===== config.mk =====
export PLATFORM = sky130hd
export DESIGN_NAME = wb_master_seq
export DESIGN_NICKNAME = d
export VERILOG_FILES = /design/src/rtl/wb_master_seq.sv
export SDC_FILE = /design/constraint.sdc
export NUM_CORES = 1
export LEC_CHECK = 0
export BUFFER_PORTS_ARGS = -buffer_cell sky130_fd_sc_hd__clkbuf_2
export CAP_MARGIN = 30
export CORE_UTILIZATION = 30
export DETAILED_ROUTE_END_ITERATION = 8
export HOLD_SLACK_MARGIN = 0.15
export PLACE_DENSITY = 0.55
export SKIP_CTS_REPAIR_TIMING = 1
export SLEW_MARGIN = 20
export SYNTH_ARGS = -nofsm -noshare
export SYNTH_HDL_FRONTEND = slang
export SYNTH_SLANG_ARGS = --single-unit
export TNS_END_PERCENT = 30

===== constraint.sdc =====
create_clock -name clk_i -period 3.97 [get_ports clk_i]
set_clock_uncertainty 0.2 [all_clocks]
set_input_delay 0.794 -clock clk_i [delete_from_list [all_inputs] [get_ports clk_i]]
set_output_delay 0.794 -clock clk_i [all_outputs]
set_load 0.05 [all_outputs]

===== src/rtl/wb_master_seq.sv =====
// wb_master_seq - Wishbone classic single-transfer initiator with valid/ready command and response.
// Optional bus timeout abort enabled by defining WB_MASTER_TIMEOUT_EN.
module wb_master_seq #(
  parameter int ADDR_WIDTH     = 11,
  parameter int DATA_WIDTH     = 32,
  parameter int SEL_WIDTH      = DATA_WIDTH / 8,
  parameter int TIMEOUT_CYCLES = 16
) (
  input  logic                  clk_i,
  input  logic                  reset_i,
  input  logic                  cmd_valid_i,
  output logic                  cmd_ready_o,
  input  logic                  cmd_we_i,
  input  logic [ADDR_WIDTH-1:0] cmd_addr_i,
  input  logic [DATA_WIDTH-1:0] cmd_data_i,
  input  logic [SEL_WIDTH-1:0]  cmd_sel_i,
  output logic                  rsp_valid_o,
  input  logic                  rsp_ready_i,
  output logic [DATA_WIDTH-1:0] rsp_data_o,
  output logic                  rsp_err_o,
  output logic                  rsp_timeout_o,
  output logic [ADDR_WIDTH-1:0] wb_addr_o,
  output logic [DATA_WIDTH-1:0] wb_data_o,
  output logic                  wb_we_o,
  output logic [SEL_WIDTH-1:0]  wb_sel_o,
  output logic                  wb_cyc_o,
  output logic                  wb_stb_o,
  input  logic                  wb_ack_i,
  input  logic                  wb_err_i,
  input  logic [DATA_WIDTH-1:0] wb_data_i
);

  typedef enum logic [1:0] {IDLE, BUS, RESP} state_t;

  if (TIMEOUT_CYCLES < 1) begin : g_bad_timeout
    $error("TIMEOUT_CYCLES must be at least 1");
  end

  state_t                state, state_n;
  logic                  cmd_ready_n;
  logic                  cyc_n;
  logic                  we_n;
  logic [ADDR_WIDTH-1:0] addr_n;
  logic [DATA_WIDTH-1:0] data_n;
  logic [SEL_WIDTH-1:0]  sel_n;
  logic                  rsp_valid_n;
  logic [DATA_WIDTH-1:0] rsp_data_n;
  logic                  rsp_err_n;

`ifdef WB_MASTER_TIMEOUT_EN
  localparam int CNT_W = $clog2(TIMEOUT_CYCLES + 1);
  // Abort when this cycle's increment would make the count reach TIMEOUT_CYCLES.
  localparam logic [CNT_W-1:0] CNT_LAST = CNT_W'(TIMEOUT_CYCLES - 1);
  logic [CNT_W-1:0] cnt, cnt_n;
  logic             rsp_timeout_n;
`endif

  always_comb begin
    state_n     = state;
    cmd_ready_n = cmd_ready_o;
    cyc_n       = wb_cyc_o;
    we_n        = wb_we_o;
    addr_n      = wb_addr_o;
    data_n      = wb_data_o;
    sel_n       = wb_sel_o;
    rsp_valid_n = rsp_valid_o;
    rsp_data_n  = rsp_data_o;
    rsp_err_n   = rsp_err_o;
`ifdef WB_MASTER_TIMEOUT_EN
    cnt_n         = cnt;
    rsp_timeout_n = rsp_timeout_o;
`endif
    case (state)
      IDLE: begin
        cmd_ready_n = 1'b1;
        if (cmd_ready_o && cmd_valid_i) begin
          cmd_ready_n = 1'b0;
          cyc_n       = 1'b1;
          we_n        = cmd_we_i;
          addr_n      = cmd_addr_i;
          data_n      = cmd_data_i;
          sel_n       = cmd_sel_i;
          state_n     = BUS;
`ifdef WB_MASTER_TIMEOUT_EN
          cnt_n       = '0;
`endif
        end
      end
      BUS: begin
        if (wb_ack_i || wb_err_i) begin
          cyc_n       = 1'b0;
          we_n        = 1'b0;
          data_n      = '0;
          sel_n       = '0;
          rsp_valid_n = 1'b1;
          // Error wins over a simultaneous ack, so data only passes on a clean read ack.
          rsp_data_n  = (!wb_we_o && !wb_err_i) ? wb_data_i : '0;
          rsp_err_n   = wb_err_i;
          state_n     = RESP;
`ifdef WB_MASTER_TIMEOUT_EN
          rsp_timeout_n = 1'b0;
        end else if (cnt == CNT_LAST) begin
          cyc_n         = 1'b0;
          we_n          = 1'b0;
          data_n        = '0;
          sel_n         = '0;
          rsp_valid_n   = 1'b1;
          rsp_data_n    = '0;
          rsp_err_n     = 1'b1;
          rsp_timeout_n = 1'b1;
          state_n       = RESP;
        end else begin
          cnt_n = cnt + 1'b1;
`endif
        end
      end
      RESP: begin
        if (rsp_ready_i) begin
          rsp_valid_n = 1'b0;
          rsp_data_n  = '0;
          rsp_err_n   = 1'b0;
          cmd_ready_n = 1'b1;
          state_n     = IDLE;
`ifdef WB_MASTER_TIMEOUT_EN
          rsp_timeout_n = 1'b0;
`endif
        end
      end
      default: state_n = IDLE;
    endcase
  end

  always_ff @(posedge clk_i or posedge reset_i) begin
    if (reset_i) begin
      state       <= IDLE;
      cmd_ready_o <= 1'b0;
      wb_cyc_o    <= 1'b0;
      wb_stb_o    <= 1'b0;
      wb_we_o     <= 1'b0;
      wb_addr_o   <= '0;
      wb_data_o   <= '0;
      wb_sel_o    <= '0;
      rsp_valid_o <= 1'b0;
      rsp_data_o  <= '0;
      rsp_err_o   <= 1'b0;
    end else begin
      state       <= state_n;
      cmd_ready_o <= cmd_ready_n;
      wb_cyc_o    <= cyc_n;
      wb_stb_o    <= cyc_n;
      wb_we_o     <= we_n;
      wb_addr_o   <= addr_n;
      wb_data_o   <= data_n;
      wb_sel_o    <= sel_n;
      rsp_valid_o <= rsp_valid_n;
      rsp_data_o  <= rsp_data_n;
      rsp_err_o   <= rsp_err_n;
    end
  end

`ifdef WB_MASTER_TIMEOUT_EN
  always_ff @(posedge clk_i or posedge reset_i) begin
    if (reset_i) begin
      cnt           <= '0;
      rsp_timeout_o <= 1'b0;
    end else begin
      cnt           <= cnt_n;
      rsp_timeout_o <= rsp_timeout_n;
    end
  end
`else
  assign rsp_timeout_o = 1'b0;
`endif

endmodule

# Word level (Yosys, flattened, before mapping)
# Cells that the tools add are included.
[word_totals]
regBits = 86
in_bits = 86
out_inout_bits = 86
elab_cells = 56
[op_classes]
n_eq_ne = 5
n_mux = 27
n_reduce_logical = 14
[ops]
columns = ["operator", "count"]
rows = [
  ["2-to-1 mux 32 bit", 5],
  ["case mux 32 bit (2 select lines)", 2],
  ["case mux 1 bit (2 select lines)", 5],
  ["AND reduction 3 bit", 3],
  ["2-to-1 mux 1 bit", 8],
  ["2-to-1 mux 4 bit", 2],
  ["case mux 4 bit (2 select lines)", 1],
  ["2-to-1 mux 2 bit", 3],
  ["inequality test 2 bit (second input constant)", 3],
  ["case mux 2 bit (3 select lines)", 1],
  ["nonzero test 2 bit", 3],
  ["AND reduction 2 bit", 2],
  ["== test 2 x 1 -> 1 bit (second input constant)", 1],
  ["== test 2 bit (second input constant)", 1],
  ["logical AND 1 bit", 2],
  ["logical NOT 1 bit", 2],
  ["logical NOT 2 bit", 1],
  ["logical OR 1 bit", 1],
]

# Depth between registers and ports, before layout
# Gate-level depths: netlist of the first run.
[depth]
depth_word = 5
mapped_depth = 5
depth_no_buf = 3

# Least setup slack after synthesis of the first run
# Ideal clock, no wire load.
[synth_path]
path_kind = "in2reg"
start = "input port wb_err_i"
end = "register rsp_data_o[12]"
setup_time_ns = 0.125
arrival_time_ns = 1.754
t_required_ns = 3.645
setup_slack_ns = 1.892
path_stages = 4
n_path_buf = 1
path_cell_list = "or2_4 > a2bb2oi_4 > buf_6 > mux2_2"
[synth_between]
elab_chain_cells = 5
word_cells_on_any_way = 8
cone_classes = "1 x eq/ne; 3 x mux; 4 x reduce/logical"
[synth_rtl]
columns = ["item", "line_no", "text"]
rows = [
  ["start, declared", "29", "input logic wb_err_i,"],
  ["logical NOT 1 bit", "97", "rsp_data_n = (!wb_we_o && !wb_err_i) ? wb_data_i : '0;"],
  ["logical AND 1 bit", "97", ""],
  ["2-to-1 mux 32 bit", "97", ""],
  ["2-to-1 mux 32 bit", "90", "if (wb_ack_i || wb_err_i) begin"],
  ["case mux 32 bit (2 select lines)", "73", "case (state)"],
  ["end signal, assigned", "156", "rsp_data_o <= rsp_data_n;"],
  ["end, declared", "19", "output logic [DATA_WIDTH-1:0] rsp_data_o,"],
]
# Several ways; a longest one is shown, not always the timed one. The select of a mux whose other input is x is not followed.
# A chain may end at the register's enable or synchronous reset.

# Final worst setup path of the first run
[layout_path]
start = "register state[0]"
end = "register rsp_data_o[15]"
[layout_between]
elab_chain_cells = 3
word_cells_on_any_way = 7
cone_classes = "4 x eq/ne; 1 x mux; 2 x reduce/logical"
[layout_rtl]
columns = ["item", "line_no", "text"]
rows = [
  ["start, declared", "39", "state_t state, state_n;"],
  ["start signal, assigned", "147", "state <= state_n;"],
  ["== test 2 x 1 -> 1 bit or == test 2 bit (tied branches)", "73", ""],
  ["inequality test 2 bit (no line) or nonzero test 2 bit (tied branches)", "-", ""],
  ["AND reduction 3 bit (no line)", "-", ""],
]
# Several ways; a longest one is shown, not always the timed one.

==> metrics.txt, run 1 <==
CTS tree=done; all-layer global routing usage=~14%; ant diodes=0; Final Cell Area=4520 um^2; top_reg_cell synth=dfrtp_1; register bit total from synthesis=86; Post-Synth Adder-Cell Area=0%; top cell type's share of synthesized area=roughly 64%; f_max=between 400 and 500 MHz; CP startpoint kind=flip-flop; H-Tree Depth=3; most frequent cell after synthesis=dfrtp_1; XOR/XNOR Fraction of Synth Area=0%; Inserted Clock Buffers=9; DP Wirelength=5540 um; setup TNS=0 ns; crit share post-route=a little over 60%; final hold viol count=0; P&R area growth vs syn=35.2%; hold crit path type=input pin to async pin; largest area contributor in the netlist=dfrtp_1; Crit Path Category=flip-flop to flip-flop; Layout Nets=480; Rel. slew slack=roughly half; deepest clock path buffer count=2; RSZ-0062 raised after global routing=no; largest net degree at the start of global routing=between 50 and 60; drt pass-1 iters=4; multi-input logic area=1070 um^2; chip height=between 100 and 150 um; vias=between 2000 and 3000; site row count=38; Clock Latency Late Sink=around 0.35 ns; Post-DRT Antenna Nets=0; I/O pins=around 170; worst slew pin tran=about 0.73 ns; placed insts=521; status=finished clean; DR WL/cell=between 10 and 15 um; number of vias per cell=4.64; DRT Wirelength=between 7000 and 8000 um; Distinct cells, synth=25; top cells by count, synth=dfrtp_1, a22o_1, mux2_2; Reg-to-Reg Start=state[0]; syn_area_per_cell=about 15 um^2; GPL Wtd Cong=around 0.7; Cells after Synth=227; Final Non-Filler Cells=about 540; Setup crit start=state[0]; ratio of cells with drive above 1 in the final layout=54.4%; Final Max Tran Viols=0; crit end category=flip-flop; Synth Warn #=0; vias in the first global route=around 2500; DR DRC count=0; First DRT Iteration DRCs=~130; final setup vio count=0; Synth Area in Compound Gates=16.2%; Fill cells=between 1000 and 1500; grt ovf=0; Clock transition at path regs=0.09 ns; fin util=41.7%; CP max FO=21; fin crit period=between 2 and 2.5 ns; clk root buf=clkbuf_8; Seq/Total Area, Yosys=64.3%; max_cap viols=0; die width=around 110 um; core footprint=10800 um^2; simple logic cell fraction of the synthesized area=5.13%; critical path arrival=2.44 ns; cell area after synthesis=about 3300 um^2; Register Area=about 2200 um^2; DP Area=roughly 4300 um^2; Initial Util=between 30% and 40%; Async SR Flop Fraction=100%; largest family of logic cells by synthesized area=compound AO/OA/AOI/OAI gates; number of synthesized flops with an enable pin=0; initial antenna violation count=0; full die area=approximately 12000 um^2; CP required=4.02 ns; first-pass GRT wire length=about 13000 um; port bufs=between 150 and 200; TritonCTS Sinks=86; mux cell area share after synthesis=10.1%; Net Count, Synth=around 310; top cells by area, synth=dfrtp_1, a22o_1, mux2_2, and3_1, mux2_1
[final timing paths]
kind,slack (ns),end,cells after the start
worst max-delay path,1.57,rsp_data_o[15],4
max in group asynchronous,2.59,wb_data_o[13],3
min in group clk_i,0.29,rsp_data_o[9],1
worst min register to register,0.29,rsp_data_o[9],1
worst min-delay path,0.19,rsp_data_o[22],2
worst max register to register,1.57,rsp_data_o[15],4
[metal layers]
layer	global-route usage [%]	wire, um	vias up
li1	-	-	1167
met1	19.3	3700	1213
met2	21.5	3610	107
met3	2.66	512	13
met4	7.63	167	0
met5	0	0	-
[final cells by class]
class                           count  area share (%)
Clock inverter                      4            1.05
Inverter                            2           0.194
Clock buffer                       12            2.99
Sequential cell                    86            47.6
Multi-Input combinational cell    119            23.6
Timing Repair Buffer              176            20.7
Tap cell                          140            3.87
[per-stage QoR]
| stage | setup slack (ns) | hold WS (ns) |
|---|---|---|
| after floorplan | 0.754 | 0.331 |
| after global placement | 1.30 | 0.275 |
| after detailed placement | 1.29 | 0.281 |
| after CTS | 1.39 | 0.189 |
| after global routing | 1.41 | 0.202 |
| final | 1.57 | 0.191 |
[worst max-delay path, stage by stage, from the launching register on]
cell	delay [ns]
dfrtp_1	0.46
nand2b_1	0.61
a2bb2oi_4	0.44
buf_16	0.22
mux2_2	0.34
[cells by family after synthesis]
family | after synthesis
flip-flops | 86
AND/OR/NAND/NOR | 28
multiplexers | 30
buffers and inverters | 22
other | 1
AO/OA/AOI/OAI | 60
[state kept, by name, indices dropped and copies added, names as in the netlist]
register,count
wb_stb_o,1
cmd_ready_o,1
wb_data_o,32
rsp_err_o,1
rsp_valid_o,1
state,2
wb_we_o,1
wb_addr_o,11
rsp_data_o,32
wb_sel_o,4
[cells in the final DEF (no fill, tap or decap), drive strengths merged]
cell type	instances
o22a	1
clkinvlp	1
clkinv	3
buf	6
nand2	1
clkbuf	182
nor2	3
a2bb2oi	1
a21boi	1
and3	20
mux2	30
or2	1
dfrtp	86
a21o	2
conb	1
nor2b	1
nor4bb	1
a22o	51
o21ai	1
bufinv	1
o21ba	1
a21oi	2
nand2b	1
inv	1
Power of run 1 is not shown: default switching activity piles up to over one toggle a cycle in this logic, so the estimate is an artifact.
==> run 2, diff against run 1 <==
Settings changed: ABC_AREA set to 1, PLACE_DENSITY 0.55 to 0.56.
Clock period 3.97 ns to 2.05 ns, I/O delays scaled along.
==> run 2 against run 1 <==
  * Core utilization is 5.5 points higher
  * Critical endpoint is now rsp_data_o[17]
  * Largest cell class unchanged
  * Global-route usage is 1.9 points higher
  * Hold slack worse by 0.024 ns
  * Critical path depth is 4 higher
  * Critical path type is now input pin to flip-flop
  * Final area is 22% higher
  * Cell count is 48% higher
  * Register-to-register slack worse by 1.1 ns
  * Sequential cell count stayed put
  * Non-clock buffer count is 69 higher
  * Clock-buffer cell count is 2 higher
==> metrics.txt, run 2 <==
Cells after Synth=425 (+87%); Initial Util=31.3% (+0.49 points); Post-DRT Antenna Nets=0 (unchanged); I/O pins=172 (unchanged); metal3 WL=628 um (+23%); TritonCTS Sinks=86 (unchanged); crit end category=flip-flop; Metal-1 WL=4740 um (+28%); First DRT Iteration DRCs=289 (+120%); Net Count, Synth=511 (+63%); port bufs=170 (unchanged); syn_area_per_cell=8.60 um^2 (-42%); die width=112 um (+4.5%); setup TNS=0 ns (unchanged); register bit total from synthesis=86 (unchanged); CP startpoint kind=input pin; multi-input logic area=1270 um^2 (+19%); Worst VDD drop=around 830 uV; final setup vio count=0 (unchanged); vias=3601 (+44%); Seq/Total Area, Yosys=58.9% (-5.5 points); core footprint=11700 um^2 (+7.6%); initial antenna violation count=0 (unchanged); max_cap viols=0 (unchanged); final hold viol count=0 (unchanged); Final Max Tran Viols=0 (unchanged); critical path arrival=1.97 ns (-0.47 ns); pwr dens=1740 nW/um^2; Clock Latency Late Sink=0.33 ns (-0.02 ns); largest net degree at the start of global routing=87 (+67%); vias in the first global route=3288 (+30%); largest area contributor in the netlist=dfrtp_1; ratio of cells with drive above 1 in the final layout=30.8% (-24 points); fin crit period=1.90 ns; DR WL/cell=13.1 um (-12%); grt ovf=0 (unchanged); Register Area=2150 um^2 (unchanged); cell area after synthesis=3650 um^2 (+9.3%); first-pass GRT wire length=16100 um (+27%); depth of the worst register-to-register path=6 (+2); CTS tree=done; Distinct cells, synth=16 (-36%); deepest clock path buffer count=2 (unchanged); all-layer global routing usage=16.2% (+1.9 points); top cells by count, synth=nand2_1, dfrtp_1, nand3_1; crit share post-route=~90%; Final Non-Filler Cells=799 (+48%); drt pass-1 iters=4 (unchanged); top_reg_cell synth=dfrtp_1; H-Tree Depth=3 (unchanged); CP required=2.12 ns (-1.90 ns); top cell type's share of synthesized area=58.9% (-5.5 points); number of vias per cell=4.51 (-2.8%); f_max=between 500 and 600 MHz; highest routed layer=met4; status=finished clean; site row count=39 (+2.6%); top cells by area, synth=dfrtp_1, nand2_1, nand3_1, buf_6, nor2_1; Fill cells=1154 (+8.8%); most frequent cell after synthesis=nand2_1; most common cell after layout, fill and taps aside=nand2_1; Leakage=3.15 nW; top flop regs=rsp_data_o x32, wb_data_o x32, wb_addr_o x11; most frequent cells in the layout=nand2_1, clkbuf_2, dfrtp_1; Inserted Clock Buffers=9 (unchanged); DRT Wirelength=10400 um (+31%); full die area=12600 um^2 (+9.1%); P&R area growth vs syn=50.7%; number of synthesized flops with an enable pin=0 (unchanged); Crit Path Category=input pin to flip-flop; GPL Wtd Cong=0.751 (+5.0%); Clock transition at path regs=0.06 ns (-0.03 ns); chip height=112 um (+4.5%); CP max FO=41 (+95%); Met2 Wirelength=4850 um (+34%); ant diodes=0 (unchanged); Async SR Flop Fraction=100% (unchanged); clk root buf=clkbuf_16; placed insts=720 (+38%); worst hold slack=0.167 ns (-0.0237 ns); hold depth=5; Synth Warn #=0 (unchanged); DR DRC count=0 (unchanged); hold crit path type=input pin to flip-flop; DP Wirelength=6650 um (+20%); Layout Nets=738 (+54%)
run 2: metrics by stage:
step / utilization [%] / instance area [um^2] / power [mW] / setup slack, ns
after floorplan: - / 3660 / 6.88 / 0.446
after global placement: 39.4 / 4600 / 8.00 / 0.434
after detailed placement: 39.4 / 4600 / 8.07 / 0.404
after CTS: 41.7 / 4870 / 9.61 / 0.360
after global routing: 47.2 / 5510 / 10.2 / -0.00605
final: 47.2 / 5510 / 9.60 / 0.150
run 2: layout make-up:
cell class              count  share of cell area, %
inverters                   7                  0.545
clock inverters             1                 0.0909
clock buffers              14                   4.79
well taps                 143                   3.25
multi-input cells         303                   23.0
repair buffers            245                   29.3
flip-flops and latches     86                   39.1
run 2: power breakdown:
group	total, mW	internal (mW)	switching [mW]
clock network	1.50	0.880	0.620
logic	5.23	1.19	4.04
registers	2.87	2.43	0.433
total	9.60	4.51	5.09
run 2: worst max-delay path: stages:
cell,delay (ns)
dlygate4sd3_1,0.56
clkbuf_2,0.15
inv_1,0.06
nand2_1,0.07
nand2_2,0.10
buf_4,0.39
nand3_1,0.14
nand2_1,0.09
run 2: layer usage:
| metal | vias up | track usage [%] |
|---|---|---|
| li1 | 1794 | - |
| met1 | 1656 | 20.9 |
| met2 | 136 | 25.5 |
| met3 | 15 | 4.32 |
| met4 | 0 | 7.29 |
| met5 | - | 0 |
run 2: final timing paths:
| path | slack [ns] | from | to |
|---|---|---|---|
| worst max-delay path | 0.15 | wb_err_i | rsp_data_o[17] |
| worst min-delay path | 0.17 | wb_data_i[22] | rsp_data_o[22] |
| worst max register to register | 0.50 | state[0] | wb_data_o[4] |
| worst min register to register | 0.28 | wb_addr_o[10] | wb_addr_o[10] |
| max in group asynchronous | 0.74 | reset_i | wb_addr_o[7] |
| min in group asynchronous | 0.55 | reset_i | rsp_data_o[16] |
run 2: logic make-up after synthesis:
logic type	Yosys count	synth area share, %
buffers and inverters	36	6.61
other	1	0.103
and+or+nand+nor	299	33.9
AOI/OAI and AO/OA	3	0.479
DFF	86	58.9
Power figures use the tool's default switching activity.
